### config.mk
export PLATFORM = sky130hd
export DESIGN_NAME = serial_subtractor_flat
export DESIGN_NICKNAME = d
export VERILOG_FILES = /design/src/rtl/serial_subtractor_if.sv /design/src/rtl/serial_subtractor.sv /design/src/flat_wrapper.sv
export SDC_FILE = /design/constraint.sdc
export NUM_CORES = 1
export LEC_CHECK = 0
export CAP_MARGIN = 40
export CORE_MARGIN = 3
export CORE_UTILIZATION = 56
export CTS_BUF_LIST = sky130_fd_sc_hd__clkbuf_4
export CTS_CLUSTER_DIAMETER = 40
export DETAILED_ROUTE_END_ITERATION = 6
export HOLD_SLACK_MARGIN = 0.1
export PLACE_DENSITY = 0.88
export SLEW_MARGIN = 20
export SYNTH_ARGS = -nofsm -noshare
export SYNTH_HDL_FRONTEND = slang
export SYNTH_SLANG_ARGS = --single-unit
### constraint.sdc
create_clock -name clk -period 2.69 [get_ports clk]
set_input_delay 0.538 -clock clk [delete_from_list [all_inputs] [get_ports clk]]
set_output_delay 0.538 -clock clk [all_outputs]
set_load 0.01 [all_outputs]
### src/rtl/serial_subtractor_if.sv
// Operand/result bundle for serial_subtractor: start/busy/done handshake plus data.
// Optional SERIAL_SUB_OVF_EN adds the signed-overflow flag.
interface serial_subtractor_if #(
  parameter int WIDTH = 8
);
  logic             start;
  logic [WIDTH-1:0] a;
  logic [WIDTH-1:0] b;
  logic             busy;
  logic             done;
  logic [WIDTH-1:0] diff;
  logic             borrow;
`ifdef SERIAL_SUB_OVF_EN
  logic             ovf;
`endif

  modport master (
    output start, a, b,
`ifdef SERIAL_SUB_OVF_EN
    input  ovf,
`endif
    input  busy, done, diff, borrow
  );

  modport slave (
    input  start, a, b,
`ifdef SERIAL_SUB_OVF_EN
    output ovf,
`endif
    output busy, done, diff, borrow
  );
endinterface

### src/rtl/serial_subtractor.sv
// Bit-serial two's-complement subtractor computing a - b LSB-first, one bit per clock.
// Define SERIAL_SUB_OVF_EN to add the registered signed-overflow output.
module serial_subtractor #(
  parameter int WIDTH = 8
) (
  input  logic                clk,
  input  logic                rst_n,
  serial_subtractor_if.slave  bus
);
  localparam int CW = (WIDTH > 1) ? $clog2(WIDTH) : 1;

  typedef enum logic [1:0] {
    ST_IDLE  = 2'd0,
    ST_SHIFT = 2'd1,
    ST_DONE  = 2'd2
  } state_t;

  state_t           state_r;
  logic [WIDTH-1:0] ra_r;
  logic [WIDTH-1:0] rb_r;
  logic [WIDTH-1:0] diff_r;
  logic             borrow_r;
  logic [CW-1:0]    count_r;
  logic             busy_r;
  logic             done_r;
  logic             d_s;
  logic             bo_s;
  logic             last_s;

  // One full-subtractor step: {borrow_out, difference}
  function automatic logic [1:0] full_sub(input logic x, input logic y, input logic bi);
    logic dd;
    logic bo;
    dd = x ^ y ^ bi;
    bo = (~x & y) | (~(x ^ y) & bi);
    return {bo, dd};
  endfunction

  // Current subtract step and last-step detection
  always_comb begin
    d_s    = 1'b0;
    bo_s   = 1'b0;
    last_s = 1'b0;
    {bo_s, d_s} = full_sub(ra_r[0], rb_r[0], borrow_r);
    if (count_r == CW'(WIDTH - 1)) begin
      last_s = 1'b1;
    end else begin
      last_s = 1'b0;
    end
  end

  // Control FSM and datapath registers
  always_ff @(posedge clk or negedge rst_n) begin
    if (!rst_n) begin
      state_r  <= ST_IDLE;
      ra_r     <= {WIDTH{1'b0}};
      rb_r     <= {WIDTH{1'b0}};
      diff_r   <= {WIDTH{1'b0}};
      borrow_r <= 1'b0;
      count_r  <= {CW{1'b0}};
      busy_r   <= 1'b0;
      done_r   <= 1'b0;
    end else begin
      case (state_r)
        ST_IDLE: begin
          done_r <= 1'b0;
          if (bus.start) begin
            ra_r     <= bus.a;
            rb_r     <= bus.b;
            borrow_r <= 1'b0;
            count_r  <= {CW{1'b0}};
            busy_r   <= 1'b1;
            state_r  <= ST_SHIFT;
          end else begin
            busy_r   <= 1'b0;
            state_r  <= ST_IDLE;
          end
        end
        ST_SHIFT: begin
          ra_r     <= ra_r >> 1;
          rb_r     <= rb_r >> 1;
          diff_r   <= {d_s, diff_r[WIDTH-1:1]};
          borrow_r <= bo_s;
          count_r  <= count_r + CW'(1);
          if (last_s) begin
            busy_r  <= 1'b0;
            done_r  <= 1'b1;
            state_r <= ST_DONE;
          end else begin
            busy_r  <= 1'b1;
            done_r  <= 1'b0;
            state_r <= ST_SHIFT;
          end
        end
        ST_DONE: begin
          busy_r  <= 1'b0;
          done_r  <= 1'b0;
          state_r <= ST_IDLE;
        end
        default: begin
          busy_r  <= 1'b0;
          done_r  <= 1'b0;
          state_r <= ST_IDLE;
        end
      endcase
    end
  end

  assign bus.busy   = busy_r;
  assign bus.done   = done_r;
  assign bus.diff   = diff_r;
  assign bus.borrow = borrow_r;

`ifdef SERIAL_SUB_OVF_EN
  logic amsb_r;
  logic bmsb_r;
  logic ovf_r;

  // Original operand sign bits and overflow flag registered on the final step
  always_ff @(posedge clk or negedge rst_n) begin
    if (!rst_n) begin
      amsb_r <= 1'b0;
      bmsb_r <= 1'b0;
      ovf_r  <= 1'b0;
    end else if ((state_r == ST_IDLE) && bus.start) begin
      amsb_r <= bus.a[WIDTH-1];
      bmsb_r <= bus.b[WIDTH-1];
    end else if ((state_r == ST_SHIFT) && last_s) begin
      ovf_r  <= (amsb_r != bmsb_r) && (d_s != amsb_r);
    end else begin
      ovf_r  <= ovf_r;
    end
  end

  assign bus.ovf = ovf_r;
`endif
endmodule

### src/flat_wrapper.sv
// flat-port wrapper written by rule: the top's interface ports become plain ports
module serial_subtractor_flat 
#(
  parameter int WIDTH = 8
)
  (clk, rst_n, bus_start, bus_a, bus_b, bus_busy, bus_done, bus_diff, bus_borrow);
  serial_subtractor_if #(.WIDTH(WIDTH)) bus_i ();
  input  logic clk;
  input  logic rst_n;
  input wire logic [$bits(bus_i.start)-1:0] bus_start;
  input wire logic [$bits(bus_i.a)-1:0] bus_a;
  input wire logic [$bits(bus_i.b)-1:0] bus_b;
  output wire logic [$bits(bus_i.busy)-1:0] bus_busy;
  output wire logic [$bits(bus_i.done)-1:0] bus_done;
  output wire logic [$bits(bus_i.diff)-1:0] bus_diff;
  output wire logic [$bits(bus_i.borrow)-1:0] bus_borrow;
  assign bus_i.start = bus_start;
  assign bus_i.a = bus_a;
  assign bus_i.b = bus_b;
  assign bus_busy = bus_i.busy;
  assign bus_done = bus_i.done;
  assign bus_diff = bus_i.diff;
  assign bus_borrow = bus_i.borrow;
  serial_subtractor #(.WIDTH(WIDTH)) u_core (.clk(clk), .rst_n(rst_n), .bus(bus_i));
endmodule
# Word-level counts from Yosys, hierarchy flattened
# Index checks and enable logic that the tools add are counted.
# op_classes
addsub	1
reduce_logical	3
n_eq_ne	3
n_bitwise	7
muxes	17
# op_table
operator	count
one-hot mux 8 bit (2 select lines)	2
2-to-1 mux 8 bit	2
2-to-1 mux 1 bit	7
one-hot mux 3 bit (2 select lines)	1
one-hot mux 1 bit (2 select lines)	2
one-hot mux 2 bit (2 select lines)	1
adder 3 x 1 -> 3 bit, second input constant	1
== test 3 bit, second input constant	1
2-to-1 mux 3 bit	1
bitwise AND 1 bit	2
== test 2 x 1 -> 1 bit, second input constant	1
logical NOT 2 bit	1
2-to-1 mux 2 bit	1
!= test 2 bit, second input constant	1
NOT 1 bit	2
AND reduction 2 bit	1
nonzero test 2 bit	1
XOR 1 bit	2
bitwise OR 1 bit	1
# word_totals
register_bits	32
input_bits	19
output_inout_bits	11
word_cells	39

# Logic depth before layout (Yosys ltp)
# logic_depth
ltp_word	5
mapped_depth	5

# Worst setup path after synthesis
# No wires, ideal clock.
# synth_timing
kind	register to register
from	register u_core.state_r[0]
to	register u_core.borrow_r, in the netlist u_core.bus.borrow
path_stages_with_launch	5
setup_time_ns	0.121
t_arrival_ns	1.117
required_ns	2.569
n_path_buf	2
setup_slack_ns	1.452
path_cell_list	dfrtp_1 buf_2 and2b_1 buf_2 a22o_1
# synth_via
elab_chain_len	3
# synth_rtl
item	line_no	text
start: declaration	serial_subtractor.sv:18	state_t state_r;
start signal: assignment	serial_subtractor.sv:55	state_r <= ST_IDLE;
start signal: assignment	serial_subtractor.sv:73	state_r <= ST_SHIFT;
start signal: assignment	serial_subtractor.sv:76	state_r <= ST_IDLE;
== test 2 x 1 -> 1 bit or logical NOT 2 bit (tied branches)	serial_subtractor.sv:64	case (state_r)
nonzero test 2 bit (no source line) or != test 2 bit (tied branches)	n/a	
AND reduction 2 bit (no source line)	n/a	
end signal: assignment	serial_subtractor.sv:83	borrow_r <= bo_s;
end: declaration	serial_subtractor.sv:22	logic borrow_r;
# Parallel ways exist; a longest one is shown, timed or not.
# A chain may end at the register's enable or synchronous reset.

==> results_dict.tcl <==
set metrics [dict create \
    status "complete, no violations" \
    multi_input_area_um2 602 \
    synth_edf_count 0 \
    drtIter0Drc 14 \
    htree_levels 2 \
    root_buffer "clkbuf_4" \
    cp_slowest_cell "dfrtp_1" \
    clk_latency_ns 0.33 \
    period_minus_slack_ns 2.24 \
    antennaDiodeCount 0 \
    grt_first_pass_wirelength_um 4890 \
    post-route-drc-count 0 \
    setup_tns_ns 0 \
    port_buffers 29 \
    worst_path_largest_cell_delay_ns 0.72 \
    tightestPinTransition_ns 0.584 \
    synth_cell_types 24 \
    path_cells "clkdlybuf4s50_1" \
    timing.hold.ws_ns 0.494 \
    power_density_nw_per_um2 1060 \
    syn2layout_area_growth_pct 24.6 \
    via_per_inst 5.53 \
    ys_ff_latch 30 \
    grt_use_total_pct 20.0 \
    slew_violations 0 \
    synth_xor_area_share_pct 0 \
    critPathMaxFanout 22 \
    fp.dieH_um 56.1 \
    ant_nets 0 \
    gp_congestion 0.709 \
    synthAdderAreaFrac_pct 3.21 \
    cts_resized 0 \
    rsz0062_at_grt "false" \
    worstPathArrival_ns 1.70 \
    cts_tree "done" \
    final-setup-viol-count 0 \
    critPathRequiredTime_ns 2.15 \
    p_leak_nw 0.776 \
    firstDrtPassIters 4 \
    syn-num-nets 160 \
    synth_cells 138 \
    cts_buffer_depth 2 \
    std_cell_rows 17 \
    die_w_um 56.1 \
    die_area_um2 3150 \
    synth_top_family_by_area "simple AND/OR/NAND/NOR gates" \
    period_share_pct 83.3 \
    drv_cap 0 \
    grt_max_degree 35 \
    layout-drive-gt1-share_pct 12.6 \
    fillCellCount 176 \
    numCtsBuffers 5 \
    finalHoldViolCount 0 \
    start_util_pct 61.2 \
    yosysSeqAreaShare_pct 53.4 \
    cp-end-kind "output pin" \
    final_area_um2 1750 \
    num_vias 1078 \
    place_area_um2 1700 \
    cts_hold_buf 0 \
    path_clk_slew_ns 0.10 \
    cp_top_family "flip-flops" \
    max-slew-margin-rel_pct 61.1 \
    ir_worst_vdd_mv 0.745 \
    synth_area_um2 1410 \
    synth_top_cell_by_area "dfrtp_1" \
    hold_path.class "reg -> reg" \
    synth_compound_area_share_pct 6.86 \
    synthMuxAreaShare_pct 0 \
    synth_ff_type "dfrtp_1" \
    async_flop_share_pct 100 \
    cts_setup_buffers 0 \
    yosysWarnings 0 \
    drt-total-wl_um 2760 \
    synthSimpleGateAreaFrac_pct 32.8 \
    antenna_found_initial 0 \
    syn-mean-instance-area_um2 10.2 \
    cts_sinks 30 \
    synthTopCellsByCount "30 x dfrtp_1, 23 x nand2_1, 16 x nor3_1" \
    yosys.area.top_type_share_pct 53.4 \
    grt_pass1_vias 1084 \
    fin_worst_skew_ns 0.00531 \
    wire_per_inst_um 14.1 \
    fmax_ghz 0.446 \
    io_pins 30 \
    regArea_um2 751 \
    crit_path_start_kind "flip-flop" \
    synth_area_leaders "dfrtp_1 53%, nor3_2 7.1%, nor3b_1 6.9%" \
    path_class "reg -> out" \
    core_um2 2300 \
    grt_overflow 0 \
    yosysMostFrequentCell "dfrtp_1" \
    crit_buf_inv 1 \
    dpl.hpwl_um 1890 \
    nets 188 \
]
[area by class of cell]
| type | count | area share (%) |
|---|---|---|
| inverter | 1 | 0.214 |
| tap | 28 | 2.00 |
| clock inverter | 3 | 0.929 |
| timing repair buffer | 31 | 17.4 |
| sequential | 30 | 42.9 |
| multi-input combinational | 97 | 34.4 |
| clock buffer | 5 | 2.14 |
[worst register-to-register path: stages (launching register included)]
cell	delay [ns]
dfrtp_1	0.72
nand2b_1	0.57
nor2_1	0.14
a22o_1	0.22
[placed cells by master, fill, tap and decap left out, drive strengths merged]
master / count
o21bai: 1
dfrtp: 30
clkdlybuf4s50: 29
clkinv: 2
a21oi: 1
nor2: 13
nand2b: 3
nor4b: 1
clkbuf: 5
clkinvlp: 1
nand2: 23
nor2b: 1
inv: 1
ha: 2
and2: 1
fa: 1
a211oi: 1
and2b: 1
o21ai: 2
buf: 2
o32ai: 1
a22o: 5
nor3b: 13
o21ba: 1
nor3: 26
[layer usage]
layer / global-route usage, % / share of wire [%]
met4: 8.14 / 1.9
met3: 8.82 / 6.1
met2: 30.2 / 48
met5: 0 / 0
met1: 25.0 / 44
[registers in the layout, summed over array words and instances, names as in the netlist]
| register | cells |
|---|---|
| u_core.bus.diff | 8 |
| u_core.ra_r | 8 |
| u_core.rb_r | 8 |
| u_core.count_r | 3 |
| u_core.bus.borrow | 1 |
| u_core.bus.done | 1 |
| u_core.state_r | 1 |
[final timing paths]
kind	start	end	slack, ns	cells past startpoint
setup / recovery	u_core.state_r[0]	bus_busy	0.45	1
hold / removal	u_core.bus.diff[7]	u_core.bus.diff[6]	0.49	2
setup reg to reg	u_core.state_r[0]	u_core.rb_r[7]	0.93	3
hold reg to reg	u_core.bus.diff[7]	u_core.bus.diff[6]	0.49	2
max in group asynchronous	rst_n	u_core.rb_r[0]	1.83	2
min in group asynchronous	rst_n	u_core.rb_r[4]	0.59	2
[through the flow]
step / instances / util, % / power, mW / worst slack [ns]
5_1_grt: 195 / 76.2 / 2.01 / 0.348
4_1_cts: 195 / 76.2 / 1.87 / 0.427
3_5_place_dp: 187 / 73.9 / 1.61 / 0.692
2_1_floorplan: 138 / - / 1.33 / 1.45
3_3_place_gp: 187 / 73.9 / 1.56 / 0.777
6_report: 195 / 76.2 / 1.85 / 0.449
[logic make-up after synthesis]
group	Yosys count
compound gates	12
flops	30
simple gates	82
buf+inv	11
fa+ha+maj	3
[report_power, final]
part	switching (mW)	leakage (nW)	total [mW]	internal (mW)
clock network	0.157	0.0286	0.254	0.0969
logic	0.383	0.385	0.778	0.396
registers	0.159	0.362	0.816	0.657
total	0.699	0.776	1.85	1.15
No activity file was read; power rests on OpenSTA's default activity.
